==> config.mk <==
export PLATFORM = sky130hd
export DESIGN_NAME = apb_spi_regif
export DESIGN_NICKNAME = d
export VERILOG_FILES = /design/src/rtl/apb_spi_regif.sv
export SDC_FILE = /design/constraint.sdc
export NUM_CORES = 1
export LEC_CHECK = 0
export CAP_MARGIN = 0
export CORE_ASPECT_RATIO = 1.5
export CORE_MARGIN = 2
export CORE_UTILIZATION = 50
export DETAILED_ROUTE_END_ITERATION = 7
export PLACE_DENSITY = 0.79
export SLEW_MARGIN = 20
export SYNTH_ARGS = -nofsm -noshare
export SYNTH_HDL_FRONTEND = slang
export SYNTH_SLANG_ARGS = --single-unit
==> constraint.sdc <==
create_clock -name PCLK -period 5.6 [get_ports PCLK]
set_input_delay 1.12 -clock PCLK [delete_from_list [all_inputs] [get_ports PCLK]]
set_output_delay 1.12 -clock PCLK [all_outputs]
set_load 0.005 [all_outputs]
==> src/rtl/apb_spi_regif.sv <==
// apb_spi_regif
// APB3 zero-wait-state register file sitting between the APB bus and the SPI
// shift engine. It holds the SPI control register and the interrupt enables,
// and buffers bytes in two FIFOs: TX bytes from the bus toward the engine,
// and RX bytes from the engine toward the bus. It also produces a registered
// level interrupt.
//
// Ports
//   PCLK, PRESETn        clock; reset is synchronous and active low
//   PSEL .. PSLVERR      APB3 slave port (PREADY is tied high)
//   interrupt            |(INT_STAT & INT_EN), registered
//   spi_en/cpol/cpha     CTRL[0]/[1]/[2]
//   spi_clk_div          CTRL[15:8]
//   spi_tx_*             TX FIFO head, valid/ready pop handshake
//   spi_rx_*             RX byte and its one-cycle push strobe
//   spi_busy             engine mid-frame, reported in STATUS[4]
//
// Register map (byte offsets)
//   0x00 CTRL, 0x04 STATUS, 0x08 TXDATA, 0x0C RXDATA, 0x10 INT_EN,
//   0x14 INT_STAT (W1C on rx_ovf)
module apb_spi_regif #(
  parameter int APB_ADDR_WIDTH = 12,
  parameter int APB_DATA_WIDTH = 32,
  parameter int FIFO_DEPTH     = 8
) (
  input  logic                      PCLK,
  input  logic                      PRESETn,
  input  logic                      PSEL,
  input  logic                      PENABLE,
  input  logic                      PWRITE,
  input  logic [APB_ADDR_WIDTH-1:0] PADDR,
  input  logic [APB_DATA_WIDTH-1:0] PWDATA,
  output logic [APB_DATA_WIDTH-1:0] PRDATA,
  output logic                      PREADY,
  output logic                      PSLVERR,
  output logic                      interrupt,
  output logic                      spi_en,
  output logic                      spi_cpol,
  output logic                      spi_cpha,
  output logic [7:0]                spi_clk_div,
  output logic [7:0]                spi_tx_data,
  output logic                      spi_tx_valid,
  input  logic                      spi_tx_ready,
  input  logic [7:0]                spi_rx_data,
  input  logic                      spi_rx_valid,
  input  logic                      spi_busy
);

  localparam int PW = $clog2(FIFO_DEPTH);
  localparam int CW = PW + 1;

  // Control and interrupt state
  logic            ctrl_en_q, ctrl_cpol_q, ctrl_cpha_q;
  logic [7:0]      clk_div_q;
  logic [2:0]      int_en_q;
  logic            rx_ovf_q, rx_ovf_d;
  logic            irq_q;

  // FIFO state
  logic [7:0]      tx_mem [FIFO_DEPTH];
  logic [7:0]      rx_mem [FIFO_DEPTH];
  logic [PW-1:0]   tx_wptr_q, tx_wptr_d, tx_rptr_q, tx_rptr_d;
  logic [PW-1:0]   rx_wptr_q, rx_wptr_d, rx_rptr_q, rx_rptr_d;
  logic [CW-1:0]   tx_cnt_q, tx_cnt_d, rx_cnt_q, rx_cnt_d;

  // Decode
  logic            access, wr_acc, rd_acc, addr_ok;
  logic [2:0]      idx;
  logic            tx_full, tx_empty, rx_full, rx_empty;
  logic            flush, tx_push, tx_pop, rx_push, rx_pop, ovf_set, ovf_clr;
  logic [2:0]      int_stat;
  logic [31:0]     rdata;
  logic            unused_bits;

  // Gating with PRESETn keeps PRDATA/PSLVERR at 0 while reset is held.
  assign access  = PSEL & PENABLE & PRESETn;
  assign wr_acc  = access & PWRITE;
  assign rd_acc  = access & ~PWRITE;
  assign idx     = PADDR[4:2];
  assign addr_ok = (PADDR[APB_ADDR_WIDTH-1:5] == '0) && (idx <= 3'd5);

  assign tx_full  = (tx_cnt_q == CW'(FIFO_DEPTH));
  assign tx_empty = (tx_cnt_q == '0);
  assign rx_full  = (rx_cnt_q == CW'(FIFO_DEPTH));
  assign rx_empty = (rx_cnt_q == '0);

  // Full/empty are judged on the pre-edge counts, so a same-cycle pop never
  // makes room for a push into a full FIFO.
  assign flush   = wr_acc & addr_ok & (idx == 3'd0) & PWDATA[3];
  assign tx_push = wr_acc & addr_ok & (idx == 3'd2) & ~tx_full;
  assign tx_pop  = spi_tx_valid & spi_tx_ready;
  assign rx_push = spi_rx_valid & ~rx_full;
  assign rx_pop  = rd_acc & addr_ok & (idx == 3'd3) & ~rx_empty;
  assign ovf_set = spi_rx_valid & rx_full;
  assign ovf_clr = wr_acc & addr_ok & (idx == 3'd5) & PWDATA[2];

  assign int_stat = {rx_ovf_q, ~rx_empty, tx_empty};

  always_comb begin
    tx_wptr_d = tx_wptr_q;
    tx_rptr_d = tx_rptr_q;
    tx_cnt_d  = tx_cnt_q;
    rx_wptr_d = rx_wptr_q;
    rx_rptr_d = rx_rptr_q;
    rx_cnt_d  = rx_cnt_q;
    if (flush) begin
      tx_wptr_d = '0;
      tx_rptr_d = '0;
      tx_cnt_d  = '0;
      rx_wptr_d = '0;
      rx_rptr_d = '0;
      rx_cnt_d  = '0;
    end else begin
      if (tx_push) tx_wptr_d = tx_wptr_q + PW'(1);
      if (tx_pop)  tx_rptr_d = tx_rptr_q + PW'(1);
      tx_cnt_d = tx_cnt_q + CW'(tx_push) - CW'(tx_pop);
      if (rx_push) rx_wptr_d = rx_wptr_q + PW'(1);
      if (rx_pop)  rx_rptr_d = rx_rptr_q + PW'(1);
      rx_cnt_d = rx_cnt_q + CW'(rx_push) - CW'(rx_pop);
    end
    // A new overflow outranks a same-cycle clear.
    rx_ovf_d = ovf_set ? 1'b1 : (ovf_clr ? 1'b0 : rx_ovf_q);
  end

  always_ff @(posedge PCLK) begin
    if (!PRESETn) begin
      ctrl_en_q   <= 1'b0;
      ctrl_cpol_q <= 1'b0;
      ctrl_cpha_q <= 1'b0;
      clk_div_q   <= '0;
      int_en_q    <= '0;
      rx_ovf_q    <= 1'b0;
      irq_q       <= 1'b0;
      tx_wptr_q   <= '0;
      tx_rptr_q   <= '0;
      tx_cnt_q    <= '0;
      rx_wptr_q   <= '0;
      rx_rptr_q   <= '0;
      rx_cnt_q    <= '0;
    end else begin
      if (wr_acc && addr_ok && idx == 3'd0) begin
        ctrl_en_q   <= PWDATA[0];
        ctrl_cpol_q <= PWDATA[1];
        ctrl_cpha_q <= PWDATA[2];
        clk_div_q   <= PWDATA[15:8];
      end
      if (wr_acc && addr_ok && idx == 3'd4) int_en_q <= PWDATA[2:0];
      rx_ovf_q  <= rx_ovf_d;
      irq_q     <= |(int_stat & int_en_q);
      tx_wptr_q <= tx_wptr_d;
      tx_rptr_q <= tx_rptr_d;
      tx_cnt_q  <= tx_cnt_d;
      rx_wptr_q <= rx_wptr_d;
      rx_rptr_q <= rx_rptr_d;
      rx_cnt_q  <= rx_cnt_d;
    end
  end

  // Storage needs no reset: cleared pointers make old contents unreachable.
  always_ff @(posedge PCLK) begin
    if (tx_push)           tx_mem[tx_wptr_q] <= PWDATA[7:0];
    if (rx_push && !flush) rx_mem[rx_wptr_q] <= spi_rx_data;
  end

  always_comb begin
    rdata = '0;
    if (rd_acc && addr_ok) begin
      case (idx)
        3'd0: rdata = {16'b0, clk_div_q, 5'b0, ctrl_cpha_q, ctrl_cpol_q, ctrl_en_q};
        3'd1: rdata = {12'b0, 4'(rx_cnt_q), 4'b0, 4'(tx_cnt_q), 2'b0,
                       rx_ovf_q, spi_busy, rx_empty, rx_full, tx_empty, tx_full};
        3'd3: rdata = rx_empty ? 32'b0 : {24'b0, rx_mem[rx_rptr_q]};
        3'd4: rdata = {29'b0, int_en_q};
        3'd5: rdata = {29'b0, int_stat};
        default: rdata = '0;
      endcase
    end
  end

  assign PRDATA  = APB_DATA_WIDTH'(rdata);
  assign PREADY  = 1'b1;
  assign PSLVERR = access & (~addr_ok
                             | (PWRITE  & (idx == 3'd2) & tx_full)
                             | (~PWRITE & (idx == 3'd3) & rx_empty));

  assign interrupt    = irq_q;
  assign spi_en       = ctrl_en_q;
  assign spi_cpol     = ctrl_cpol_q;
  assign spi_cpha     = ctrl_cpha_q;
  assign spi_clk_div  = clk_div_q;
  assign spi_tx_valid = ~tx_empty;
  assign spi_tx_data  = tx_mem[tx_rptr_q];

  assign unused_bits = ^{PADDR[1:0], PWDATA[APB_DATA_WIDTH-1:16]};

endmodule

## Yosys cells after proc, flatten, opt, wreduce, memory -nomap -nowiden

Memory sizes are Yosys's and may differ from the RTL's. A register that Yosys moved wholly into a read port is not among the register bits.
Cells that the tools add are included.
Widths: inputs -> output; s select.

- Bits in registers: 36
- RAM bits: 128
- Output and inout bits: 55
- Memories: 2

Memory list:

| name | words | bits a word | read ports | clocked after memory_dff | write ports | line | source |
|---|---|---|---|---|---|---|---|
| rx_mem | 8 | 8 | 1 | 1 | 1 | 61 | `logic [7:0] rx_mem [FIFO_DEPTH];` |
| tx_mem | 8 | 8 | 1 | 1 | 1 | 60 | `logic [7:0] tx_mem [FIFO_DEPTH];` |

- Add/subtract/negate cells: 8
- $lt $le $gt $ge: 1
- Equality and inequality tests: 7
- Multiplexer cells: 13
- Bitwise logic cells: 32
- Reduce and logical (&&, ||, !) cells: 14

Operators with widths:

| kind | count |
|---|---|
| $pmux 20 s5 | 1 |
| $and 1x1->1 | 22 |
| $mux 20 | 1 |
| $add 3x1->3 const B | 4 |
| $mux 3 | 4 |
| $add 4x1->4 | 2 |
| $eq 4x4->1 const B | 2 |
| $logic_not 4->1 | 2 |
| $mux 8 | 1 |
| $sub 4x1->4 | 2 |
| $logic_not 7->1 | 1 |
| $not 1->1 | 7 |
| $eq 3x2->1 const B | 2 |
| $eq 3x3->1 const B | 2 |
| $logic_and 1x1->1 | 6 |
| $mux 1 | 6 |
| $and 3x3->3 | 1 |
| $eq 3x1->1 const B | 1 |
| $le 3x3->1 const B | 1 |
| $logic_not 3->1 | 1 |
| $reduce_or 3->1 | 1 |
| $or 1x1->1 | 2 |
| $reduce_bool 2->1 | 1 |
| $reduce_or 2->1 | 1 |
| $logic_not 1->1 | 1 |

## Logic depth before layout (Yosys ltp)

Gate-level depths: netlist (run 1).

- Word-level depth: 10
- Depth in mapped cells: 13

## Worst setup path before layout (run 1)

No wires, ideal clock.

- Path kind: input-to-output
- From: input port PADDR[3]
- To: output port PRDATA[12]
- Arrival: 2.514 ns
- Required time: 4.480 ns
- Setup slack: 1.966 ns
- Cell stages on the path: 5
- Buffers on the path: 1
- Cells stage by stage: buf_6 -> a2111o_1 -> nor4_4 -> nand2_1 -> nor3b_1

- Cells in the longest elaborated chain, start to end: 4
- Elaborated cells between the ends (all ways): 10
- Classes of those cells: order compare (1); eq/ne (4); mux (2); reduce/logical (3)

Ends and longest elaborated chain:

| element | line | source |
|---|---|---|
| from (decl) | 31 | `input logic [APB_ADDR_WIDTH-1:0] PADDR,` |
| $le 3x3->1 | 80 | `assign addr_ok = (PADDR[APB_ADDR_WIDTH-1:5] == '0) && (idx <= 3'd5);` |
| $logic_and 1x1->1 | 80 |  |
| $logic_and 1x1->1 | 167 | `if (rd_acc && addr_ok) begin` |
| $mux 20 (*) | 167 |  |
| to (decl) | 33 | `output logic [APB_DATA_WIDTH-1:0] PRDATA,` |

Mark *: on every way between the ends. The rest lies on a longest branch, timed or not.

## Final worst setup path (run 1)

- From: input port PADDR[8]
- To: output port PRDATA[15]

- Cells in the longest elaborated chain, start to end: 4

Ends and longest elaborated chain:

| element | line |
|---|---|
| $logic_not 7->1 | 80 |
| $logic_and 1x1->1 | 80 |
| $logic_and 1x1->1 | 167 |
| $mux 20 | 167 |

Every way passes these cells.

==> results_dict.tcl, run 1 <==
set metrics [dict create \
    ir_drop_uv 233 \
    status "finished, final reports clean" \
    pwr-share-seq_pct 47.9 \
    ys.flop_type "edfxtp_1" \
    routed_via_density 5.63 \
    tightest_slew_ps 921 \
    antenna_found_initial 0 \
    finalInstanceArea_um2 8980 \
    antenna_cells 0 \
    synth_compound_area_share_pct 5.21 \
    syn_to_final_growth_pct 21.8 \
    p_switching_w 0.000806 \
    drv_slew 0 \
    track_usage_pct 21.5 \
    cts_sinks 170 \
    comb_power_share_pct 16.6 \
    fin_cells 811 \
    p_per_area_nw_per_um2 349 \
    fmax_ghz 0.201 \
    die_y_um 153 \
    syn-cell-area_um2 7370 \
    cap_viol_max_count 0 \
    first_pass_iters 5 \
    hold_viol_final 0 \
    crit_path_start_kind "input port" \
    setup_tns_ps 0 \
    cp_slowest_cell "or4_1" \
    insertion_delay_ps 420 \
    synthMuxAreaShare_pct 13.0 \
    endpoint_kind "output port" \
    placed_cell_area_um2 8400 \
    dieArea_um2 15700 \
    synth_cells 513 \
    crit_chain "clkdlybuf4s50_1, or4_1, nor4_4, nand2_1, nor3b_1, clkdlybuf4s50_1" \
    r2r_start "tx_cnt_q[2]$_SDFF_PP0_" \
    postCtsHoldBufs 0 \
    placed_cells 779 \
    r2r_slack_ps 2800 \
    post-dp-hpwl_um 11200 \
    synth_xor_xnor_area_share_pct 1.07 \
    grt_pass1_wl_um 25300 \
    async_flop_share_pct 0 \
    fin_nets 679 \
    drtAntennaViolNets 0 \
    min_period_ps 4970 \
    synth.top_cell.area_share_pct 52.2 \
    crit_start "PADDR[8]" \
    min_path_type "reg -> reg" \
    finalWirelength_um 16100 \
    cts-root-buf "clkbuf_16" \
    cp_slowest_stage_delay_ps 690 \
    clk_transition_reported_paths_ps 60 \
    grt_max_degree 25 \
    p_leak_nw 2.95 \
    core-area_um2 14500 \
    post_cts_buffers 0 \
    rsz0062_at_grt "no" \
    drive_gt1_share_pct 15.6 \
    endpoint "PRDATA[15]" \
    drc_errors 0 \
    fill_cells 1101 \
    yosys_warnings 0 \
    synth_fa_ha_area_share_pct 3.09 \
    grt.overflow.total 0 \
    syn_area_per_cell_um2 14.4 \
    die_w_um 103 \
    io_pins 115 \
    clkPwrFrac_pct 35.5 \
    cts_made_buffers 17 \
    finClkSkew_ps 6.47 \
    cts_buffer_depth 2 \
    yosys.area.top_type "edfxtp_1" \
    cp_common_cell "clkdlybuf4s50_1" \
    synth_top_family_by_area "multiplexers" \
    synth_edf_count 128 \
    crit_fanout 8 \
    h-tree-depth 4 \
    place_congestion 0.828 \
    avgRoutedWirePerCell_um 19.8 \
    relSlewSlack_pct 38.4 \
    synth-simple-area-share_pct 10.2 \
    portBuffers 83 \
    synth_area_leaders "edfxtp_1, dfxtp_1, mux4_2, ha_1, mux2i_1" \
    initial_core_util_pct 51.0 \
    crit_family "simple AND/OR/NAND/NOR gates" \
    reg2regPathDepth 12 \
    fp-row-count 54 \
    required_ps 4480 \
    crit_buf_inv 2 \
    cp.depth 6 \
    cts_tree "done" \
    synth_cell_types 54 \
    fin_crit_sh_pct 88.7 \
    ys_seq_area_share_pct 63.6 \
    grt_pass1_vias 4787 \
    worstSetupPathType "in -> out" \
    swShare_pct 25.7 \
    p_int_w 0.00232 \
    finalSetupViolations 0 \
    yosys_register_bits 170 \
    regToRegEndpoint "tx_cnt_q[2]$_SDFF_PP0_" \
    worstPathArrival_ps 3850 \
    cts_resized 0 \
    via_count 4567 \
    drt_iter0_drc 377 \
]
## synthesized netlist by cell type, drive strengths merged (3+ instances only)
master and n:
and2 4, buf 19, a21boi 11, or3b 4, nand2b 8, dfxtp 42, mux2 10, inv 19
mux4 31, o2111ai 3, nor2b 5, mux2i 15, o21ai 9, xor2 5, nand3 26, nand2 25
ha 15, and3 4, nor2 35, nor3b 5, nand4 4, or4 3, nor4 4, xnor2 4
a21oi 19, clkbuf 19, nor3 9, edfxtp 128
## through the flow
stage          hold slack, ps  utilization (%)  setup slack [ps]  power [W]
2_1_floorplan             454                -              1970    0.00185
3_3_place_gp              465             58.1               782    0.00202
3_5_place_dp              475             58.1               665    0.00204
4_1_cts                   484             62.0               627    0.00314
5_1_grt                   517             62.1               453    0.00326
6_report                  485             62.1               631    0.00313
## power by group through the flow
stage                     logic, W  clock network (W)  registers, W
after detailed placement  0.000516                  0       0.00153
final                     0.000520            0.00111       0.00150
after global routing      0.000572            0.00118       0.00151
after floorplan           0.000383                  0       0.00147
after CTS                 0.000522            0.00112       0.00150
after global placement    0.000496                  0       0.00152
## worst min-delay path by stage
stage	from	endpoint	cells after the start
2_1_floorplan	tx_rptr_q[1]$_SDFFE_PP0P_	flip-flop	2
3_3_place_gp	spi_clk_div[1]$_SDFFE_PN0N_	spi_clk_div[1]$_SDFFE_PN0N_	2
3_5_place_dp	spi_cpol$_SDFFE_PN0N_	spi_cpol$_SDFFE_PN0N_	2
4_1_cts	spi_cpol$_SDFFE_PN0N_	spi_cpol$_SDFFE_PN0N_	2
5_1_grt	spi_clk_div[6]$_SDFFE_PN0N_	spi_clk_div[6]$_SDFFE_PN0N_	2
6_report	spi_cpol$_SDFFE_PN0N_	spi_cpol$_SDFFE_PN0N_	2
## layer usage
metal | global-route usage (%) | vias to the layer above | share of wire, %
li1 | - | 2090 | -
met1 | 25.0 | 2270 | 37
met2 | 38.0 | 166 | 55
met3 | 4.31 | 41 | 5.0
met4 | 8.58 | 0 | 2.9
met5 | 0 | - | 0
## area by class of cell
class	count	area, µm²	share of cell area (%)
clock inverters	14	135	1.51
clock buffers	18	429	4.78
inverters	19	71.3	0.795
flip-flops and latches	170	4690	52.2
multi-input cells	297	2470	27.6
well taps	196	245	2.73
repair buffers	97	936	10.4
## placed cells by master (no fill, tap or decap), drive strengths merged, types with 2 or more instances in the layout
master,netlist,final
nor2,35,35
clkbuf,19,18
mux2,10,10
a21oi,19,19
o21ai,9,9
clkinv,0,5
nand2b,8,8
clkinvlp,0,2
or4,3,3
and3,4,4
ha,15,15
xnor2,4,4
or3,2,2
nor3b,5,5
and2,4,4
nand2,25,25
or3b,4,4
mux4,31,31
clkdlybuf4s50,0,83
inv,19,25
a21boi,11,11
o2111ai,3,3
nand3,26,26
a21o,2,2
a32oi,2,2
dfxtp,42,42
edfxtp,128,128
buf,19,14
fa,2,2
nor4,4,4
nand4,4,4
conb,2,13
nor3,9,9
mux2i,15,15
nor2b,5,5
o211ai,2,2
xor2,5,5
nand3b,2,2
## worst reg2reg max path, cell delays in order, from the launching register on
cell,delay (ps)
dfxtp_1,330
inv_1,120
ha_1,160
or3b_2,510
and3_1,200
nand2_1,220
ha_1,280
inv_1,50
ha_1,150
inv_1,60
fa_1,380
xor2_1,180
nor2_1,50
## state kept, by name, indices dropped and copies added, names as in the netlist, named ones only
signal and flops:
rx_mem 64, tx_mem 64, spi_clk_div 8, rx_cnt_q 4, tx_cnt_q 4, int_en_q 3
rx_rptr_q 3, rx_wptr_q 3, tx_rptr_q 3, tx_wptr_q 3, interrupt 1, rx_ovf_q 1
spi_cpha 1, spi_cpol 1, spi_en 1
## cells by family (layout without fill, tap and decap cells)
logic type / count (synthesis) / in the layout
AO/OA/AOI/OAI: 58 / 58
other: 2 / 13
XOR/XNOR: 9 / 9
buffers and inverters: 57 / 148
AND/OR/NAND/NOR: 144 / 144
flip-flops: 170 / 170
multiplexers: 56 / 56
adder cells (fa/ha/maj): 17 / 17
No activity file was read; power rests on OpenSTA's default activity.
==> run 2: changes to the inputs <==
- REMOVE_ABC_BUFFERS: unset -> 1
==> run 2 against run 1 <==
Compared with the run above:
- global-route usage shrank 0.16 points
- highest routed layer unchanged
- critical path depth grew 1
- total power shrank 0.71%
- first-iteration DRC count shrank 4.8%
- maximum frequency grew 2.1%
- utilization is essentially flat
- clock power is essentially flat
- cell count grew 0.25%
- count of clock-buffer cells in the layout grew 1
==> results_dict.tcl, run 2 (synthesis gave the netlist of run 1 again) <==
set metrics [dict create \
    grt_max_degree 25 \
    p_leak_nw 2.93 \
    portBuffers 83 \
    crit_start "PADDR[8]" \
    holdWs_ps 490 \
    p_per_area_nw_per_um2 346 \
    routed_via_density 5.55 \
    rsz0062_at_grt "no" \
    p_switching_w 0.000790 \
    drtAntennaViolNets 0 \
    comb_power_share_pct 16.5 \
    hold_viol_final 0 \
    r2r_start "rx_cnt_q[2]$_SDFF_PP0_" \
    h-tree-depth 4 \
    cts_tree "done" \
    drc_errors 0 \
    grt.overflow.total 0 \
    insertion_delay_ps 430 \
    antenna_found_initial 0 \
    required_ps 4480 \
    antenna_cells 0 \
    min_path_type "reg -> reg" \
    grt_pass1_wl_um 24800 \
    endpoint_kind "output port" \
    place_congestion 0.826 \
    cts_made_buffers 17 \
    crit_chain "clkdlybuf4s50_1, or4_1, nor4_4, buf_4, nand2_1, nor3b_1, clkdlybuf4s50_1" \
    fp-row-count 54 \
    clkPwrFrac_pct 35.3 \
    clk_transition_reported_paths_ps 60 \
    p_int_w 0.00232 \
    core-area_um2 14500 \
    die_y_um 153 \
    drv_slew 0 \
    layout_common_cells "edfxtp_1, clkdlybuf4s50_1, dfxtp_1, nor2_1, mux4_2" \
    finalSetupViolations 0 \
    tightest_slew_ps 947 \
    via_count 4516 \
    initial_core_util_pct 51.0 \
    post-dp-hpwl_um 11500 \
    fmax_ghz 0.206 \
    fin_nets 681 \
    cts-root-buf "clkbuf_16" \
    avgRoutedWirePerCell_um 19.8 \
    status "finished, final reports clean" \
    cts_resized 0 \
    postCtsHoldBufs 0 \
    hp-start "spi_cpha$_SDFFE_PN0N_" \
    cts_sinks 170 \
    crit_fanout 8 \
    finalWirelength_um 16100 \
    cp_slowest_stage_delay_ps 680 \
    syn_to_final_growth_pct 21.7 \
    min_period_ps 4870 \
    crit_family "simple AND/OR/NAND/NOR gates" \
    track_usage_pct 21.3 \
    crit_buf_inv 3 \
    drt_iter0_drc 359 \
    cts_buffer_depth 2 \
    ir_drop_uv 244 \
    pwr-share-seq_pct 48.1 \
    worstSetupPathType "in -> out" \
    placed_cells 781 \
    finClkSkew_ps 11.1 \
    setup_tns_ps 0 \
    fin_cells 813 \
    fin_crit_sh_pct 86.9 \
    grt_pass1_vias 4723 \
    post_cts_buffers 0 \
    swShare_pct 25.4 \
    worstPathArrival_ps 3750 \
    final_common_cell "edfxtp_1" \
    first_pass_iters 6 \
    cp_slowest_cell "or4_1" \
    cp_common_cell "clkdlybuf4s50_1" \
    relSlewSlack_pct 36.6 \
    drive_gt1_share_pct 15.9 \
    die_w_um 103 \
    io_pins 115 \
    crit_path_start_kind "input port" \
    dieArea_um2 15700 \
    cap_viol_max_count 0 \
]
-- run 2: changes by cell type in the layout (fill, tap and decap cells not counted), sizes merged --
cell	delta
clkinvlp	+3
inv	-3
buf	+2
clkbuf	+1
clkinv	-1
-- run 2: power by group through the flow --
stage | registers [W] | clock network, W | logic, W
after floorplan | 0.00150 | 0 | 0.000329
after global placement | 0.00152 | 0 | 0.000490
after detailed placement | 0.00152 | 0 | 0.000513
after CTS | 0.00150 | 0.00111 | 0.000516
after global routing | 0.00151 | 0.00116 | 0.000562
final | 0.00150 | 0.00110 | 0.000514
-- run 2: through the flow --
| step | utilization, % | setup WS, ps | total power [W] | instance area (µm²) |
|---|---|---|---|---|
| 6_report | 62.1 | 735 | 0.00311 | 8970 |
| 5_1_grt | 62.1 | 676 | 0.00323 | 8970 |
| 4_1_cts | 62.0 | 770 | 0.00312 | 8970 |
| 3_5_place_dp | 58.2 | 779 | 0.00204 | 8420 |
| 3_3_place_gp | 58.2 | 840 | 0.00201 | 8420 |
| 2_1_floorplan | - | 1980 | 0.00183 | 7210 |
-- run 2: area by class of cell --
cell class                 instances  area (µm²)
clock inverter                    13         121
tap                              196         245
clock buffer                      19         433
timing repair buffer              99         951
multi-input combinational        297        2460
inverter                          19        71.3
fill                            1109        5490
sequential                       170        4690
-- run 2: path summary, 6_finish.rpt --
check / endpoint / slack (ps) / depth (start not counted)
max: PRDATA[14] / 730 / 7
min: spi_cpha$_SDFFE_PN0N_ / 490 / 2
max reg2reg: rx_cnt_q[2]$_SDFF_PP0_ / 2850 / 10
min reg2reg: spi_cpha$_SDFFE_PN0N_ / 490 / 2
-- run 2: worst register-to-register path, cell delays in order (launching register included) --
cell	delay (ps)
dfxtp_1	310
inv_1	100
ha_1	180
or3b_2	530
and3_1	390
nand2_1	220
xor2_1	90
ha_1	210
fa_1	380
xnor2_1	170
nor2_1	50
-- run 2: per-layer routing --
metal,part of all wire (%),vias to the layer above,wire length [µm],track usage (%)
met4,2.9,0,474,9.21
met1,36,2235,5830,22.8
li1,-,2100,-,-
met2,56,150,9050,38.7
met5,0,-,0,0
met3,4.8,31,766,5.09
==> run 3: changes to the inputs <==
--- a/config.mk
+++ b/config.mk
@@ -14,3 +14,3 @@
 export REMOVE_ABC_BUFFERS = 1
-export SLEW_MARGIN = 20
+export SLEW_MARGIN = 5
 export SYNTH_ARGS = -nofsm -noshare
==> constraint.sdc (replaced) <==
create_clock -name PCLK -period 5.1 [get_ports PCLK]
set_input_delay 1.02 -clock PCLK [delete_from_list [all_inputs] [get_ports PCLK]]
set_output_delay 1.02 -clock PCLK [all_outputs]
set_load 0.02 [all_outputs]
==> run 3 against run 2 <==
Compared with the run above:
- die area unchanged
- sequential power increased by 9%
- sequential share of layout area decreased by 0.53 points
- critical endpoint is now PRDATA[15]
- design area increased by 0.99%
- clock power increased by 21%
- total power increased by 15%
- sequential cell count unchanged
- largest cell class unchanged
- hold slack got worse by 9.4 ps
==> results_dict.tcl, run 3 (synthesis gave the netlist of run 1 again) <==
set metrics [dict create \
    r2r_slack_ps 2340 \
    crit_chain "clkdlybuf4s50_1, a2111o_1, nor4_4, nand2_1, nor3b_1, clkdlybuf4s50_1" \
    insertion_delay_ps 420 \
    cts-root-buf "clkbuf_16" \
    avgRoutedWirePerCell_um 19.8 \
    portBuffers 83 \
    initial_core_util_pct 51.0 \
    tightest_slew_ps 1050 \
    track_usage_pct 21.2 \
    place_ws_ps 495 \
    ir_drop_uv 253 \
    hp-start "spi_clk_div[4]$_SDFFE_PN0N_" \
    p_leak_nw 2.99 \
    p_per_area_nw_per_um2 395 \
    drc_errors 0 \
    endpoint_kind "output port" \
    cts_resized 0 \
    crit_fanout 8 \
    post_cts_buffers 0 \
    final_common_cell "edfxtp_1" \
    hold_viol_final 0 \
    crit_path_start_kind "input port" \
    grt_pass1_vias 4801 \
    post-dp-hpwl_um 11500 \
    worstPathArrival_ps 3630 \
    clk_transition_reported_paths_ps 60 \
    setup_slack_ps 449 \
    rsz0062_at_grt "no" \
    finClkSkew_ps 10.9 \
    antenna_cells 0 \
    syn_to_final_growth_pct 23.0 \
    r2r_start "rx_cnt_q[2]$_SDFF_PP0_" \
    fin_cells 817 \
    grt_max_degree 25 \
    via_count 4531 \
    setup_tns_ps 0 \
    worstSetupPathType "in -> out" \
    drv_slew 0 \
    routed_via_density 5.55 \
    antenna_found_initial 0 \
    cts_tree "done" \
    cts_buffer_depth 2 \
    endpoint "PRDATA[15]" \
    first_pass_iters 4 \
    min_path_type "reg -> reg" \
    cts_made_buffers 17 \
    dieArea_um2 15700 \
    crit_start "PADDR[4]" \
    layout_common_cells "edfxtp_1, clkdlybuf4s50_1, dfxtp_1, nor2_1, mux4_2" \
    h-tree-depth 4 \
    finalSetupViolations 0 \
    drt_iter0_drc 280 \
    cp_slowest_cell "clkdlybuf4s50_1" \
    fmax_ghz 0.215 \
    fp-row-count 54 \
    cap_viol_max_count 0 \
    io_pins 115 \
    cp_common_cell "clkdlybuf4s50_1" \
    cp_slowest_stage_delay_ps 650 \
    grt.overflow.total 0 \
    reg2regPathDepth 10 \
    core-area_um2 14500 \
    relSlewSlack_pct 30.2 \
    min_period_ps 4650 \
    fin_nets 685 \
    grt_pass1_wl_um 24700 \
    drtAntennaViolNets 0 \
    required_ps 4080 \
    drive_gt1_share_pct 16.3 \
    die_w_um 103 \
    postCtsHoldBufs 0 \
    regToRegEndpoint "rx_cnt_q[2]$_SDFF_PP0_" \
    status "finished, final reports clean" \
    finalWirelength_um 16200 \
    placed_cells 785 \
    place_congestion 0.825 \
    die_y_um 153 \
    cts_sinks 170 \
    fin_crit_sh_pct 91.2 \
]
run 3: cell types whose count changed in the layout (fill, tap and decap cells not counted):
cell,before,now
dfxtp_2,1,0
inv_8,0,2
clkinv_2,2,0
inv_6,3,4
buf_4,16,20
clkbuf_1,2,1
clkinv_4,2,3
dfxtp_1,41,42
bufinv_16,1,3
clkinv_1,0,1
clkinvlp_4,5,1
run 3: worst max-delay path: cells and delay by family:
family | cells | cell delay, ps
buf+inv | 2 | 1110
compound gates | 1 | 560
simple gates | 3 | 950
run 3: final cells by class:
class / instances / area (µm²)
sequential: 170 / 4680
inverter: 19 / 71.3
clock buffer: 18 / 429
fill: 1081 / 5400
clock inverter: 14 / 185
timing repair buffer: 103 / 981
multi-input combinational: 297 / 2460
tap: 196 / 245
run 3: worst min path at each step:
stage,to,cells past startpoint
after floorplan,flip-flop,2
after global placement,tx_rptr_q[1]$_SDFFE_PP0P_,2
after detailed placement,spi_clk_div[4]$_SDFFE_PN0N_,2
after CTS,spi_clk_div[4]$_SDFFE_PN0N_,2
after global routing,spi_cpha$_SDFFE_PN0N_,2
final,spi_clk_div[4]$_SDFFE_PN0N_,2
run 3: stage by stage:
step | utilization, % | instance area, µm² | hold WS [ps] | power [W]
CTS | 62.7 | 9060 | 486 | 0.00361
detailed placement | 58.4 | 8450 | 478 | 0.00228
floorplan | - | 7210 | 454 | 0.00205
global placement | 58.4 | 8450 | 463 | 0.00225
finish | 62.7 | 9060 | 480 | 0.00358
global route | 62.7 | 9060 | 517 | 0.00372
run 3: routing by layer:
layer	vias to the layer above	part of all wire [%]	track usage, %
li1	2114	-	-
met1	2262	36	22.1
met2	119	57	39.3
met3	36	4.6	4.68
met4	0	3.3	9.52
met5	-	0	0
run 3: report_power, final:
group / internal, W / switching [W]
sequential: 0.00155 / 0.0000852
clock: 0.000784 / 0.000546
combinational: 0.000317 / 0.000296
==> edit, RTL diff (config.mk and constraints of run 2) <==
Change the parameter `APB_DATA_WIDTH` from 32 to 64.
--- a/src/rtl/apb_spi_regif.sv
+++ b/src/rtl/apb_spi_regif.sv
@@ -20,7 +20,7 @@
 //   0x14 INT_STAT (W1C on rx_ovf)
 module apb_spi_regif #(
   parameter int APB_ADDR_WIDTH = 12,
-  parameter int APB_DATA_WIDTH = 32,
+  parameter int APB_DATA_WIDTH = 64,
   parameter int FIFO_DEPTH     = 8
 ) (
   input  logic                      PCLK,
Interface: changed (resized PRDATA and PWDATA); port bits go from 115 to 179. No check against the original RTL was run, so the function may have changed too.
==> edit against run 2 <==
Via count up 4.1%; synthesized area rose by 3.3%; power up 1.2%; final area rose by 1.7%; synthesized cell count grew 6.2%; final cell count up 4.4%; setup slack worse by 8.3 ps; wire length grew 1.5%; sequential cell count unchanged; first-iteration DRC count is 24% lower; combinational power about the same; critical endpoint unchanged.
==> edit: results (changes against run 2) <==
Combinational Power Share=16.3% (-0.2 points); routed vias/inst=5.536 (-0.34%); P_leak=3.059 nW (+4.4%); Arrival @ worst endpoint=3750 ps (about the same); global-route wire length before repair=25.33 mm (+2.2%); outcome=completed; # H-tree levels=4 (unchanged); Sw Ratio=25.51% (+0.098 points); post-synthesis xor/xnor area fraction=1.036% (-0.034 points); mux cell area share after synthesis=12.63% (-0.41 points); worst r2r src=tx_cnt_q[2]$_SDFF_PP0_; peak supply drop=0.2356 mV (-3.4%); commonest cells in the netlist=edfxtp_1 (128), buf_4 (45), dfxtp_1 (42); Netlist cell types=54 (unchanged); TritonRoute pass-1 iters=5 (-1); gpl congestion=0.8334 (+0.88%); met2 GRT Util=38.25% (-0.46 points); met3 Use GR=5.111% (+0.019 points); Num CTS Buffers=17 (unchanged); actual slew at the worst max-slew pin=983.8 ps (+36.46 ps); Largest stage delay, worst path=approximately 670 ps; Placed Cells=817 (+4.6%); Synth Area in Compound Gates=5.048% (-0.16 points); CTS Root Cell=clkbuf_16; share of cells above drive strength 1=15.08% (-0.81 points); DP Area=8543 sq um (+1.5%); Worst Skew=11.49 ps (+0.3978 ps); Post-CTS Setup Repair Bufs=0 (unchanged); DR vias=4,700 (+4.1%); mean post-synth cell area=13.96 sq um (-2.8%); post_cts resized=0 (unchanged); clock-pin slew on the worst setup and hold paths=60 ps (about the same); Routed WL=16.37 mm (+1.5%); routed wl met3=922 microns (+20%); Synth Area in Adders=2.992% (-0.098 points); GRT Util Overall=20.78% (-0.54 points); Max clock buf depth=2 (unchanged); WL met2=9.098 mm (+0.49%); Synth area leaders=edfxtp_1 (51%), dfxtp_1 (11%), mux4_2 (9.2%), buf_4 (4.4%), ha_1 (2.5%); pre-CTS setup slack=754.6 ps (-24.28 ps); P_comb=0.000513 W (about the same); Worst Hold Class=reg2reg; n_diodes=0 (unchanged); Post-DP HPWL=11.53 mm (about the same); Nets=746 (+9.5%); pin count of the biggest net entering global routing=21 (-16%); Worst Hold Launch=spi_clk_div[0]$_SDFFE_PN0N_; Metal-1 WL=5.765 mm (-1.1%); GR Util met1=21.71% (-1.1 points); DR iter-0 viols=273 (-24%); register area share after synthesis=61.56% (-2.0 points); clk_lat worst skew=430 ps (about the same)
edit: cell count changes after synthesis:
cell | before | now
buf_4 | 13 | 45
edit: critical path, delay by kind of cell:
family	cells	cell delay, ps
buf+inv	3	1160
simple gates	4	1470
edit: path summary, 6_finish.rpt:
path	to	slack, ps	cells past startpoint
worst max-delay path	PRDATA[14]	730	7
worst min-delay path	spi_clk_div[0]$_SDFFE_PN0N_	480	2
worst max register to register	tx_cnt_q[2]$_SDFF_PP0_	2880	12
worst min register to register	spi_clk_div[0]$_SDFFE_PN0N_	480	2
edit: cell type report:
| cell class | instances | area (sq um) |
|---|---|---|
| Fill cell | 1157 | 5879 |
| Sequential cell | 170 | 4686 |
| Multi-Input combinational cell | 329 | 2580 |
| Timing Repair Buffer | 100 | 958.4 |
| Clock buffer | 20 | 446.7 |
| Tap cell | 199 | 249.0 |
| Clock inverter | 12 | 131.4 |
| Inverter | 19 | 71.32 |
